--- config.mk ---
export PLATFORM = sky130hd
export DESIGN_NAME = shadow_snapshot_buf
export DESIGN_NICKNAME = d
export VERILOG_FILES = /design/src/rtl/shadow_snapshot_buf.sv
export SDC_FILE = /design/constraint.sdc
export NUM_CORES = 1
export LEC_CHECK = 0
export ABC_AREA = 1
export CORE_ASPECT_RATIO = 0.6
export CORE_MARGIN = 4
export CORE_UTILIZATION = 60
export DETAILED_ROUTE_END_ITERATION = 10
export GPL_TIMING_DRIVEN = 0
export PLACE_DENSITY = 0.81
export RECOVER_POWER = 50
export SLEW_MARGIN = 5
export SYNTH_ARGS = -nofsm -noshare
export SYNTH_HDL_FRONTEND = slang
export SYNTH_SLANG_ARGS = --single-unit
--- constraint.sdc ---
create_clock -name clk -period 7.35 [get_ports clk]
set_input_delay 1.8375 -clock clk [delete_from_list [all_inputs] [get_ports clk]]
set_output_delay 1.8375 -clock clk [all_outputs]
set_load 0.03 [all_outputs]
--- src/rtl/shadow_snapshot_buf.sv ---
// Ring buffer of DEPTH state snapshots, frozen on request and dumped oldest-first over CHAINS serial chains.
// Optional build macro SHADOW_PARITY_EN appends one even-parity bit per chain after each snapshot.
module shadow_snapshot_buf #(
  parameter int unsigned DIN_W  = 64,
  parameter int unsigned CHAINS = 8,
  parameter int unsigned DEPTH  = 4
) (
  input  logic                         clk,
  input  logic                         rst,
  input  logic                         capture_en,
  input  logic                         freeze,
  input  logic [DIN_W-1:0]             din,
  input  logic                         dump_start,
  output logic [CHAINS-1:0]            chains_out,
  output logic [CHAINS-1:0]            chains_out_vld,
  output logic [CHAINS-1:0]            chains_out_done,
  output logic                         busy,
  output logic [$clog2(DEPTH+1)-1:0]   snap_cnt
);

  localparam int unsigned CH_LEN     = (DIN_W + CHAINS - 1) / CHAINS;
  localparam int unsigned CHAIN_BITS = CHAINS * CH_LEN;
  localparam int unsigned CNT_W      = $clog2(DEPTH + 1);
  localparam int unsigned PTR_W      = (DEPTH > 1) ? $clog2(DEPTH) : 1;
`ifdef SHADOW_PARITY_EN
  localparam int unsigned SNAP_LEN   = CH_LEN + 1;
`else
  localparam int unsigned SNAP_LEN   = CH_LEN;
`endif
  localparam int unsigned BIT_W      = $clog2(SNAP_LEN + 1);

  localparam logic [1:0] S_IDLE  = 2'd0;
  localparam logic [1:0] S_LOAD  = 2'd1;
  localparam logic [1:0] S_SHIFT = 2'd2;
  localparam logic [1:0] S_DONE  = 2'd3;

  typedef logic [CHAINS-1:0][CH_LEN-1:0] chains_t;

  logic [DIN_W-1:0] mem_q [DEPTH];

  logic [1:0]        state_q,    state_d;
  logic [PTR_W-1:0]  wr_ptr_q,   wr_ptr_d;
  logic [PTR_W-1:0]  rd_ptr_q,   rd_ptr_d;
  logic [CNT_W-1:0]  snap_cnt_q, snap_cnt_d;
  logic [CNT_W-1:0]  rem_q,      rem_d;
  logic [BIT_W-1:0]  bit_q,      bit_d;
  logic              frozen_q,   frozen_d;
  chains_t           sh_q,       sh_d;
`ifdef SHADOW_PARITY_EN
  logic [CHAINS-1:0] par_q,      par_d;
`endif
  logic [CHAINS-1:0] out_q,      out_d;
  logic [CHAINS-1:0] vld_q,      vld_d;
  logic [CHAINS-1:0] done_q,     done_d;
  logic              busy_q,     busy_d;

  logic              cap_we_c;
  logic [PTR_W-1:0]  start_ptr_c;
  chains_t           rd_chains_c;

  function automatic logic [PTR_W-1:0] ptr_inc(input logic [PTR_W-1:0] p);
    return (p == PTR_W'(DEPTH - 1)) ? '0 : p + PTR_W'(1);
  endfunction

  // Chain c bit k is din[c*CH_LEN+k]; the zero-extension pads the last chain.
  function automatic chains_t to_chains(input logic [DIN_W-1:0] v);
    return CHAIN_BITS'(v);
  endfunction

  function automatic logic [CHAINS-1:0] chain_lsbs(input chains_t s);
    logic [CHAINS-1:0] r;
    for (int c = 0; c < CHAINS; c++) r[c] = s[c][0];
    return r;
  endfunction

  function automatic chains_t chain_shift(input chains_t s);
    chains_t r;
    for (int c = 0; c < CHAINS; c++) r[c] = s[c] >> 1;
    return r;
  endfunction

`ifdef SHADOW_PARITY_EN
  function automatic logic [CHAINS-1:0] chain_par(input chains_t s);
    logic [CHAINS-1:0] r;
    for (int c = 0; c < CHAINS; c++) r[c] = ^s[c];
    return r;
  endfunction
`endif

  // Oldest retained snapshot sits snap_cnt entries behind the write pointer.
  always_comb begin
    if (DEPTH == 1) start_ptr_c = '0;
    else            start_ptr_c = PTR_W'(wr_ptr_q - PTR_W'(snap_cnt_q));
  end

  assign rd_chains_c = to_chains(mem_q[rd_ptr_q]);

  always_comb begin
    state_d    = state_q;
    wr_ptr_d   = wr_ptr_q;
    rd_ptr_d   = rd_ptr_q;
    snap_cnt_d = snap_cnt_q;
    rem_d      = rem_q;
    bit_d      = bit_q;
    frozen_d   = frozen_q;
    sh_d       = sh_q;
`ifdef SHADOW_PARITY_EN
    par_d      = par_q;
`endif
    out_d      = '0;
    vld_d      = '0;
    done_d     = '0;
    cap_we_c   = 1'b0;

    unique case (state_q)
      S_IDLE: begin
        if (!frozen_q && capture_en) begin
          cap_we_c = 1'b1;
          wr_ptr_d = ptr_inc(wr_ptr_q);
          if (snap_cnt_q != CNT_W'(DEPTH)) snap_cnt_d = snap_cnt_q + CNT_W'(1);
        end
        if (freeze) frozen_d = 1'b1;
        if (dump_start && frozen_q) begin
          state_d  = S_LOAD;
          rd_ptr_d = start_ptr_c;
        end
      end
      S_LOAD: begin
        if (snap_cnt_q == '0) begin
          state_d = S_DONE;
        end else begin
          sh_d     = rd_chains_c;
`ifdef SHADOW_PARITY_EN
          par_d    = chain_par(rd_chains_c);
`endif
          rd_ptr_d = ptr_inc(rd_ptr_q);
          rem_d    = snap_cnt_q - CNT_W'(1);
          bit_d    = '0;
          state_d  = S_SHIFT;
        end
      end
      S_SHIFT: begin
        vld_d = '1;
`ifdef SHADOW_PARITY_EN
        if (bit_q == BIT_W'(CH_LEN)) out_d = par_q;
        else                         out_d = chain_lsbs(sh_q);
`else
        out_d = chain_lsbs(sh_q);
`endif
        sh_d = chain_shift(sh_q);
        // Reload on the edge that emits the final bit so snapshots stream without a gap.
        if (bit_q == BIT_W'(SNAP_LEN - 1)) begin
          if (rem_q == '0) begin
            state_d = S_DONE;
          end else begin
            sh_d     = rd_chains_c;
`ifdef SHADOW_PARITY_EN
            par_d    = chain_par(rd_chains_c);
`endif
            rd_ptr_d = ptr_inc(rd_ptr_q);
            rem_d    = rem_q - CNT_W'(1);
            bit_d    = '0;
          end
        end else begin
          bit_d = bit_q + BIT_W'(1);
        end
      end
      S_DONE: begin
        done_d     = '1;
        snap_cnt_d = '0;
        frozen_d   = 1'b0;
        state_d    = S_IDLE;
      end
      default: state_d = S_IDLE;
    endcase

    busy_d = (state_d != S_IDLE);
  end

  // Snapshot storage needs no reset; snap_cnt governs which entries are meaningful.
  always_ff @(posedge clk) begin
    if (cap_we_c) mem_q[wr_ptr_q] <= din;
  end

  always_ff @(posedge clk or posedge rst) begin
    if (rst) begin
      state_q    <= S_IDLE;
      wr_ptr_q   <= '0;
      rd_ptr_q   <= '0;
      snap_cnt_q <= '0;
      rem_q      <= '0;
      bit_q      <= '0;
      frozen_q   <= 1'b0;
      sh_q       <= '0;
`ifdef SHADOW_PARITY_EN
      par_q      <= '0;
`endif
      out_q      <= '0;
      vld_q      <= '0;
      done_q     <= '0;
      busy_q     <= 1'b0;
    end else begin
      state_q    <= state_d;
      wr_ptr_q   <= wr_ptr_d;
      rd_ptr_q   <= rd_ptr_d;
      snap_cnt_q <= snap_cnt_d;
      rem_q      <= rem_d;
      bit_q      <= bit_d;
      frozen_q   <= frozen_d;
      sh_q       <= sh_d;
`ifdef SHADOW_PARITY_EN
      par_q      <= par_d;
`endif
      out_q      <= out_d;
      vld_q      <= vld_d;
      done_q     <= done_d;
      busy_q     <= busy_d;
    end
  end

  assign chains_out      = out_q;
  assign chains_out_vld  = vld_q;
  assign chains_out_done = done_q;
  assign busy            = busy_q;
  assign snap_cnt        = snap_cnt_q;

endmodule

==> results of run 1 <==
-- worst max-delay path by stage --
| stage | start | end | slack, ns | cells past startpoint |
|---|---|---|---|---|
| 3_3_place_gp | capture_en | mem_q[1][26] | -0.54 | 3 |
| 4_1_cts | chains_out_done[6] | chains_out_done[1] | 3.64 | 2 |
| 5_1_grt | rst | sh_q[47] | 3.30 | 2 |
| 6_report | chains_out_done[6] | chains_out_done[1] | 3.68 | 2 |
| 3_5_place_dp | capture_en | mem_q[0][18] | 3.18 | 5 |
| 2_1_floorplan | capture_en | mem_q[0][0] | 2.19 | 2 |
-- layer usage --
layer | up-vias | wire length, um | global-route usage (%)
met2 | 416 | 14700 | 39.0
li1 | 4833 | - | -
met3 | 66 | 2720 | 3.89
met1 | 4855 | 14000 | 35.2
met4 | 2 | 834 | 6.72
met5 | - | 14 | 0
-- synth_stat cells, drive strengths merged (2+ instances only) --
master  instances
nand2         495
edfxtp        256
nor2          238
nand3         123
dfrtp          92
buf            68
inv            41
o21ai          24
a21oi          17
ha             16
clkbuf         14
nand3b          2
or2             2
-- report_power, final --
part           internal, mW  total, mW  switching [mW]  leakage (nW)
clock                 0.870       1.55           0.683         0.464
sequential             2.48       2.66           0.181          3.40
combinational          1.00       3.02            2.02          3.12
-- sequential cells by signal (all words and copies together) (netlist names) --
register         flops
bit_q                4
snap_cnt             3
mem_q              256
busy                 1
wr_ptr_q             2
rd_ptr_q             2
state_q              2
sh_q                64
chains_out           8
rem_q                3
chains_out_done      1
chains_out_vld       1
frozen_q             1
-- cells by family after synthesis --
logic type | Yosys count | synth area share [%]
AND/OR/NAND/NOR | 862 | 23.7
flip-flops | 348 | 69.1
buffers and inverters | 123 | 4.25
AO/OA/AOI/OAI | 43 | 1.51
adder cells (fa/ha/maj) | 16 | 1.38
XOR/XNOR | 2 | 0.121
-- worst max-delay path: stages (launching register included) --
cell             delay (ns)
dfrtp_1                0.46
buf_4                  0.15
clkdlybuf4s50_1        0.67
-- final cells by class --
type	count	area (um2)	share of cell area, %
buffer	82	450	2.65
clock buffer	41	802	4.71
multi-input combinational	923	3880	22.8
timing repair buffer	106	1180	6.96
clock inverter	15	161	0.948
inverter	41	155	0.912
sequential	348	9990	58.7
tap	315	394	2.32
-- through the flow --
stage | hold slack [ns] | std cells | instance area [um2]
after detailed placement | 0.449 | 1815 | 16100
final | 0.455 | 1871 | 17000
after global placement | 0.451 | 1805 | 15800
after global routing | 0.488 | 1871 | 17000
after CTS | 0.460 | 1871 | 17000
after floorplan | 0.434 | 1394 | 14500
==> flow_metrics.py, run 1 <==
metrics = {
    "yosys": {
        "yosysWarnings": 0,
        "synthCells": 1394,
        "synth-edff-count": 256,
        "synth_seq_area_share_pct": 69.1,
        "synthDominantCellAreaShare_pct": 53.2,
        "syn_nets": 1479,
        "ys_types": 27,
        "syn_area_per_cell_um2": 10.4,
        "async_flop_share_pct": 26.4,
        "ys.flop_type": "edfxtp_1",
        "syn_area_um2": 14500,
        "synthTopCellsByArea": "edfxtp_1, dfrtp_1, nand2_1, nor2_1, nand3_1",
        "yosys_register_bits": 348,
        "synth_top_area_cell": "edfxtp_1",
    },
    "sta": {
        "hold_viol_final": 0,
        "setup_viol": 0,
        "timing.slew.headroom_pct": -76.3,
        "rsz0062_at_grt": "false",
        "worstMarginPinSlew_ns": 2.63,
        "slew_viol_final": 55,
        "max_freq_mhz": 272,
        "finalCritPeriodShare_pct": 50.0,
        "setup_slack_ns": 3.68,
        "period_needed_ns": 3.67,
        "skew_ns": 0.0257,
        "fin_setup_tns_ns": 0,
    },
    "cts": {
        "postCtsSetupBuffers": 0,
        "path_clk_slew_ns": 0.07,
        "hold_buffers": 0,
        "clock_sinks": 348,
        "cts-root-buf": "clkbuf_16",
        "htreeDepth": 1,
        "cts_resized": 0,
        "max-clock-path-buffers": 3,
        "clk_latency_ns": 0.58,
        "cts_tree": "built",
        "numCtsBuffers": 30,
    },
    "worst_setup_path": {
        "crit_required_ns": 5.51,
        "r2r_end": "mem_q[0][14]",
        "crit_arrival_ns": 1.84,
        "ff2ff_setup_slack_ns": 4.70,
        "crit_path_end_kind": "output pin",
        "worst-r2r-cell-count": 6,
        "crit_path_start_kind": "flop",
        "r2r-start": "state_q[0]",
        "critPathMaxFanout": 8,
        "critical_path_class": "flop to output pin",
    },
    "die": {
        "die_area_um2": 26700,
        "rows": 43,
        "core_um2": 23400,
        "start_util_pct": 61.8,
        "io-pin-count": 97,
        "die_w_um": 208,
        "dieHeight_um": 128,
    },
    "grt": {
        "grt_max_degree": 56,
        "antenna_found_initial": 1,
        "overflow": 0,
        "grt_pass1_wl_mm": 51.5,
        "grt_use_total_pct": 24.3,
        "grt_pass1_vias": 9910,
    },
    "power": {
        "p_leak_nw": 6.98,
        "power.total_mw": 7.24,
        "power_density_nw_per_um2": 426,
        "vdd_drop_max_uv": 262,
    },
    "place": {
        "hpwl_mm": 21.4,
        "place.gp.congestion": 0.843,
        "place_ws_ns": 3.18,
        "port_buffers": 96,
    },
    "route": {
        "viasPerCell": 5.44,
        "dr.pass1.iters": 5,
        "first_iter_violations": 874,
        "ant_nets": 0,
        "dr_total_vias": 10172,
        "wl_mm": 32.4,
        "wl_per_cell_um": 17.3,
        "drc": 0,
    },
    "hold_path": {
        "holdPathEnd": "chains_out[2]",
        "min_path_type": "flop to flop",
        "min_path_cells": 2,
        "min_from": "sh_q[16]",
    },
    "layout": {
        "nFillCells": 1597,
        "syn_to_final_growth_pct": 17.7,
        "utilization_pct": 72.7,
        "layout_commonest_cell": "nand2_1",
        "antenna_cells": 0,
        "nNetsFinal": 1617,
        "drive_gt1_share_pct": 7.78,
        "mostFrequentLayoutCells": "nand2_1, edfxtp_1, nor2_1",
    },
    "job": {
        "maxCapViolCount": 1,
    },
    "run_status": {
        "run_status": "complete, but fails checks",
        "violations": "capacitance limit, slew limit",
    },
}
(Power assumes the default switching activity.)
==> run 2, diff against run 1 <==
Settings changed: CORE_UTILIZATION 60 to 53, PLACE_DENSITY 0.81 to 0.76.
Clock period 7.35 ns to 3.3 ns, I/O delays scaled along.
==> flow_metrics.py, run 2 (synthesis gave the netlist of run 1 again) <==
metrics = {
    "die": {
        "die_w_um": 221,
        "io-pin-count": 97,
        "core_um2": 26600,
        "die_area_um2": 30100,
        "dieHeight_um": 136,
        "start_util_pct": 54.3,
        "rows": 46,
    },
    "place": {
        "port_buffers": 96,
        "place_area_um2": 16100,
        "place_ws_ns": 0.177,
        "hpwl_mm": 21.3,
        "place.gp.congestion": 0.830,
        "placed_cells": 1860,
    },
    "cts": {
        "clock_sinks": 348,
        "cts-root-buf": "clkbuf_16",
        "hold_buffers": 0,
        "clk_latency_ns": 0.57,
        "htreeDepth": 1,
        "numCtsBuffers": 31,
        "path_clk_slew_ns": 0.06,
        "postCtsSetupBuffers": 0,
        "max-clock-path-buffers": 3,
        "cts_tree": "built",
        "cts_resized": 0,
    },
    "layout": {
        "nFillCells": 2064,
        "utilization_pct": 64.0,
        "top_register": "mem_q",
        "largest_register_ffs": 256,
        "drive_gt1_share_pct": 8.60,
        "nNetsFinal": 1618,
        "mostFrequentLayoutCells": "nand2_1, edfxtp_1, nor2_1",
        "regArea_um2": 9990,
        "syn_to_final_growth_pct": 17.9,
        "fin_cells": 1919,
        "layout_commonest_cell": "nand2_1",
        "fin_area_um2": 17100,
        "multi_input_area_um2": 3880,
    },
    "worst_setup_path": {
        "crit_buf_inv": 3,
        "timing.critical_path.mode_cell": "buf_12",
        "crit_path_start_kind": "flop",
        "crit_arrival_ns": 2.94,
        "crit_path_end_kind": "flop",
        "critical_path_class": "flop to flop",
        "cp_top_family": "simple AND/OR/NAND/NOR gates",
        "cp_slowest_stage_delay_ns": 0.60,
        "crit_required_ns": 3.56,
        "crit_chain": "inv_1 > ha_1 > nand3_1 > nor2_4 > buf_12 > buf_12",
        "critPathMaxFanout": 28,
        "cp_slowest_cell": "nor2_4",
    },
    "sta": {
        "hold_viol_final": 0,
        "skew_ns": 0.0101,
        "setup_slack_ns": 0.623,
        "max_freq_mhz": 374,
        "holdWs_ns": 0.468,
        "rsz0062_at_grt": "false",
        "period_needed_ns": 2.68,
        "timing.slew.headroom_pct": 13.5,
        "finalCritPeriodShare_pct": 81.1,
        "fin_setup_tns_ns": 0,
        "slew_viol_final": 0,
        "setup_viol": 0,
        "worstMarginPinSlew_ns": 1.29,
    },
    "route": {
        "dr_total_vias": 10042,
        "viasPerCell": 5.23,
        "ant_nets": 0,
        "first_iter_violations": 1042,
        "dr.pass1.iters": 5,
        "wl_mm": 32.0,
        "drc": 0,
        "wl_per_cell_um": 16.7,
    },
    "grt": {
        "antenna_found_initial": 2,
        "grt_pass1_wl_mm": 50.7,
        "overflow": 0,
        "grt_use_total_pct": 21.1,
        "grt_pass1_vias": 9555,
        "grt_max_degree": 67,
    },
    "power": {
        "p_leak_nw": 7.00,
        "power.total_mw": 16.0,
        "power_density_nw_per_um2": 940,
        "vdd_drop_max_uv": 480,
    },
    "hold_path": {
        "min_path_type": "flop to flop",
    },
    "run_status": {
        "run_status": "finished, final reports clean",
    },
    "job": {
        "maxCapViolCount": 0,
    },
}
## run 2: tightest hold or removal path, stage by stage, from the launching register on
cell and delay, ns:
dfrtp_1 0.34, nand2_1 0.05, inv_1 0.04
## run 2: per-layer routing
metal  GRT usage (%)  wire [um]  part of all wire (%)  vias to the layer above
li1                -          -                     -                     4822
met1            31.0      14900                    47                     4819
met2            33.6      14300                    45                      349
met3            4.12       2250                   7.0                       50
met4            3.98        554                   1.7                        2
met5               0          7                 0.022                        -
## run 2: layout make-up
cell class              count  area share (%)
clock inverters            16           0.646
plain buffers              82            2.69
clock buffers              42            4.91
multi-input cells         923            22.7
inverters                  41           0.910
diodes                      1          0.0147
flip-flops and latches    348            58.6
repair buffers            106            6.87
well taps                 360            2.64
## run 2: report_power, final
group,total (mW),leakage (nW),internal [mW],switching [mW]
combinational,6.72,3.13,2.26,4.46
clock,3.40,0.473,1.86,1.54
sequential,5.92,3.40,5.53,0.392
## run 2: worst paths after layout
path,startpoint,endpoint,slack (ns),cells after the start
setup / recovery,state_q[0],mem_q[1][28],0.62,6
hold / removal,sh_q[8],chains_out[1],0.47,2
setup reg to reg,state_q[0],mem_q[1][28],0.62,6
hold reg to reg,sh_q[8],chains_out[1],0.47,2
max in group asynchronous,rst,sh_q[19],0.72,3
min in group asynchronous,rst,chains_out[0],0.99,2
==> run 3, diff against run 2 <==
Clock period 3.3 ns to 2.3 ns, I/O delays scaled along.
==> flow_metrics.py, run 3 (synthesis gave the netlist of run 1 again) <==
metrics = {
    "worst_setup_path": {
        "crit_arrival_ns": 1.68,
        "critical_path_class": "flop to output pin",
        "critPathMaxFanout": 4,
        "crit_path_start_kind": "flop",
        "crit_chain": "clkdlybuf4s50_1",
        "cp_slowest_cell": "clkdlybuf4s50_1",
        "cp_slowest_stage_delay_ns": 0.70,
        "crit_buf_inv": 1,
        "crit_required_ns": 1.73,
        "cp_top_family": "buffers and inverters",
        "crit_path_end_kind": "output pin",
    },
    "route": {
        "ant_nets": 0,
        "dr_total_vias": 10097,
        "wl_per_cell_um": 17.1,
        "wl_mm": 32.9,
        "viasPerCell": 5.26,
        "first_iter_violations": 1182,
        "dr.pass1.iters": 5,
        "drc": 0,
    },
    "cts": {
        "clk_latency_ns": 0.56,
        "cts_tree": "built",
        "path_clk_slew_ns": 0.07,
        "cts-root-buf": "clkbuf_16",
        "numCtsBuffers": 30,
        "clock_sinks": 348,
        "htreeDepth": 1,
        "hold_buffers": 0,
        "max-clock-path-buffers": 3,
    },
    "layout": {
        "layout_commonest_cell": "nand2_1",
        "nNetsFinal": 1620,
        "antenna_cells": 0,
        "syn_to_final_growth_pct": 19.3,
        "utilization_pct": 64.8,
        "nFillCells": 2044,
        "regArea_um2": 9990,
        "largest_register_ffs": 256,
        "top_register": "mem_q",
        "multi_input_area_um2": 3920,
        "mostFrequentLayoutCells": "nand2_1, edfxtp_1, nor2_1",
        "drive_gt1_share_pct": 9.36,
    },
    "die": {
        "rows": 46,
        "io-pin-count": 97,
        "start_util_pct": 54.3,
        "core_um2": 26600,
        "die_w_um": 221,
        "die_area_um2": 30100,
        "dieHeight_um": 136,
    },
    "sta": {
        "setup_viol": 0,
        "timing.slew.headroom_pct": 32.6,
        "skew_ns": 0.00805,
        "worstMarginPinSlew_ns": 1.00,
        "max_freq_mhz": 444,
        "period_needed_ns": 2.25,
        "slew_viol_final": 0,
        "rsz0062_at_grt": "false",
        "fin_setup_tns_ns": 0,
        "finalCritPeriodShare_pct": 97.9,
        "hold_viol_final": 0,
    },
    "grt": {
        "antenna_found_initial": 0,
        "grt_use_total_pct": 21.8,
        "grt_pass1_wl_mm": 52.4,
        "grt_max_degree": 39,
        "overflow": 0,
        "grt_pass1_vias": 9873,
    },
    "place": {
        "hpwl_mm": 21.5,
        "place.gp.congestion": 0.828,
        "port_buffers": 96,
    },
    "hold_path": {
        "min_path_type": "flop to flop",
    },
    "run_status": {
        "run_status": "finished, final reports clean",
    },
    "power": {
        "power_density_nw_per_um2": 1390,
        "p_leak_nw": 7.15,
        "vdd_drop_max_uv": 758,
    },
    "job": {
        "maxCapViolCount": 0,
    },
}
==> run 3: changes by cell type in the layout (fill, tap and decap cells not counted), sizes merged <==
cell           previous run  this run
buf                      76        78
bufinv                    1         9
clkbuf                   58        50
clkdlybuf4s50            31        13
clkinv                   12        13
diode                     1         0
dlygate4sd2               0        18
inv                      42        40
==> run 3: worst paths after layout <==
kind,depth (start not counted),endpoint,slack [ns],startpoint
max,1,snap_cnt[2],0.05,snap_cnt[2]
min,2,chains_out[3],0.47,sh_q[24]
max reg2reg,11,sh_q[22],0.15,state_q[0]
min reg2reg,2,chains_out[3],0.47,sh_q[24]
max in group asynchronous,4,sh_q[17],0.33,rst
min in group asynchronous,2,sh_q[60],0.65,rst
==> run 3: final cells by class <==
cell class	instances	share of cell area, %
Sequential cell	348	57.9
Multi-Input combinational cell	923	22.7
Timing Repair Buffer	109	6.65
Clock buffer	33	4.54
Buffer	82	2.73
Tap cell	360	2.61
Clock inverter	23	2.00
Inverter	41	0.899
==> run 3: timing repair <==
item                                    4_1_cts  5_1_grt
gates resized for setup                      21        4
buffers inserted                              0        3
endpoints found under the hold margin         0        0
pin swaps                                     0        1
endpoints found under the setup margin       20       12
==> run 3: stage by stage <==
step           setup WS [ns]  std cells  power (mW)  cell area, um2  hold slack, ns
6_report              0.0491       1919        24.0           17300           0.469
3_3_place_gp           -1.16       1850        17.9           15900           0.449
4_1_cts               0.0376       1916        24.0           17200           0.389
5_1_grt               0.0166       1919        25.6           17300           0.506
2_1_floorplan         0.0158       1394        15.3           14500           0.434
3_5_place_dp          -0.332       1860        18.3           16100           0.455
==> run 3: metal layers <==
layer	global-route usage [%]	up-vias	part of all wire (%)
li1	-	4834	-
met5	0	-	0
met3	3.91	49	8.4
met1	32.2	4802	45
met2	34.3	412	45
met4	5.16	0	1.9
==> run 3: where the power goes <==
group	switching (mW)	total, mW	leakage, nW	internal [mW]
clock network	2.26	5.73	0.547	3.47
registers	0.578	8.51	3.40	7.94
logic	6.51	9.72	3.21	3.21
total	9.35	24.0	7.15	14.6
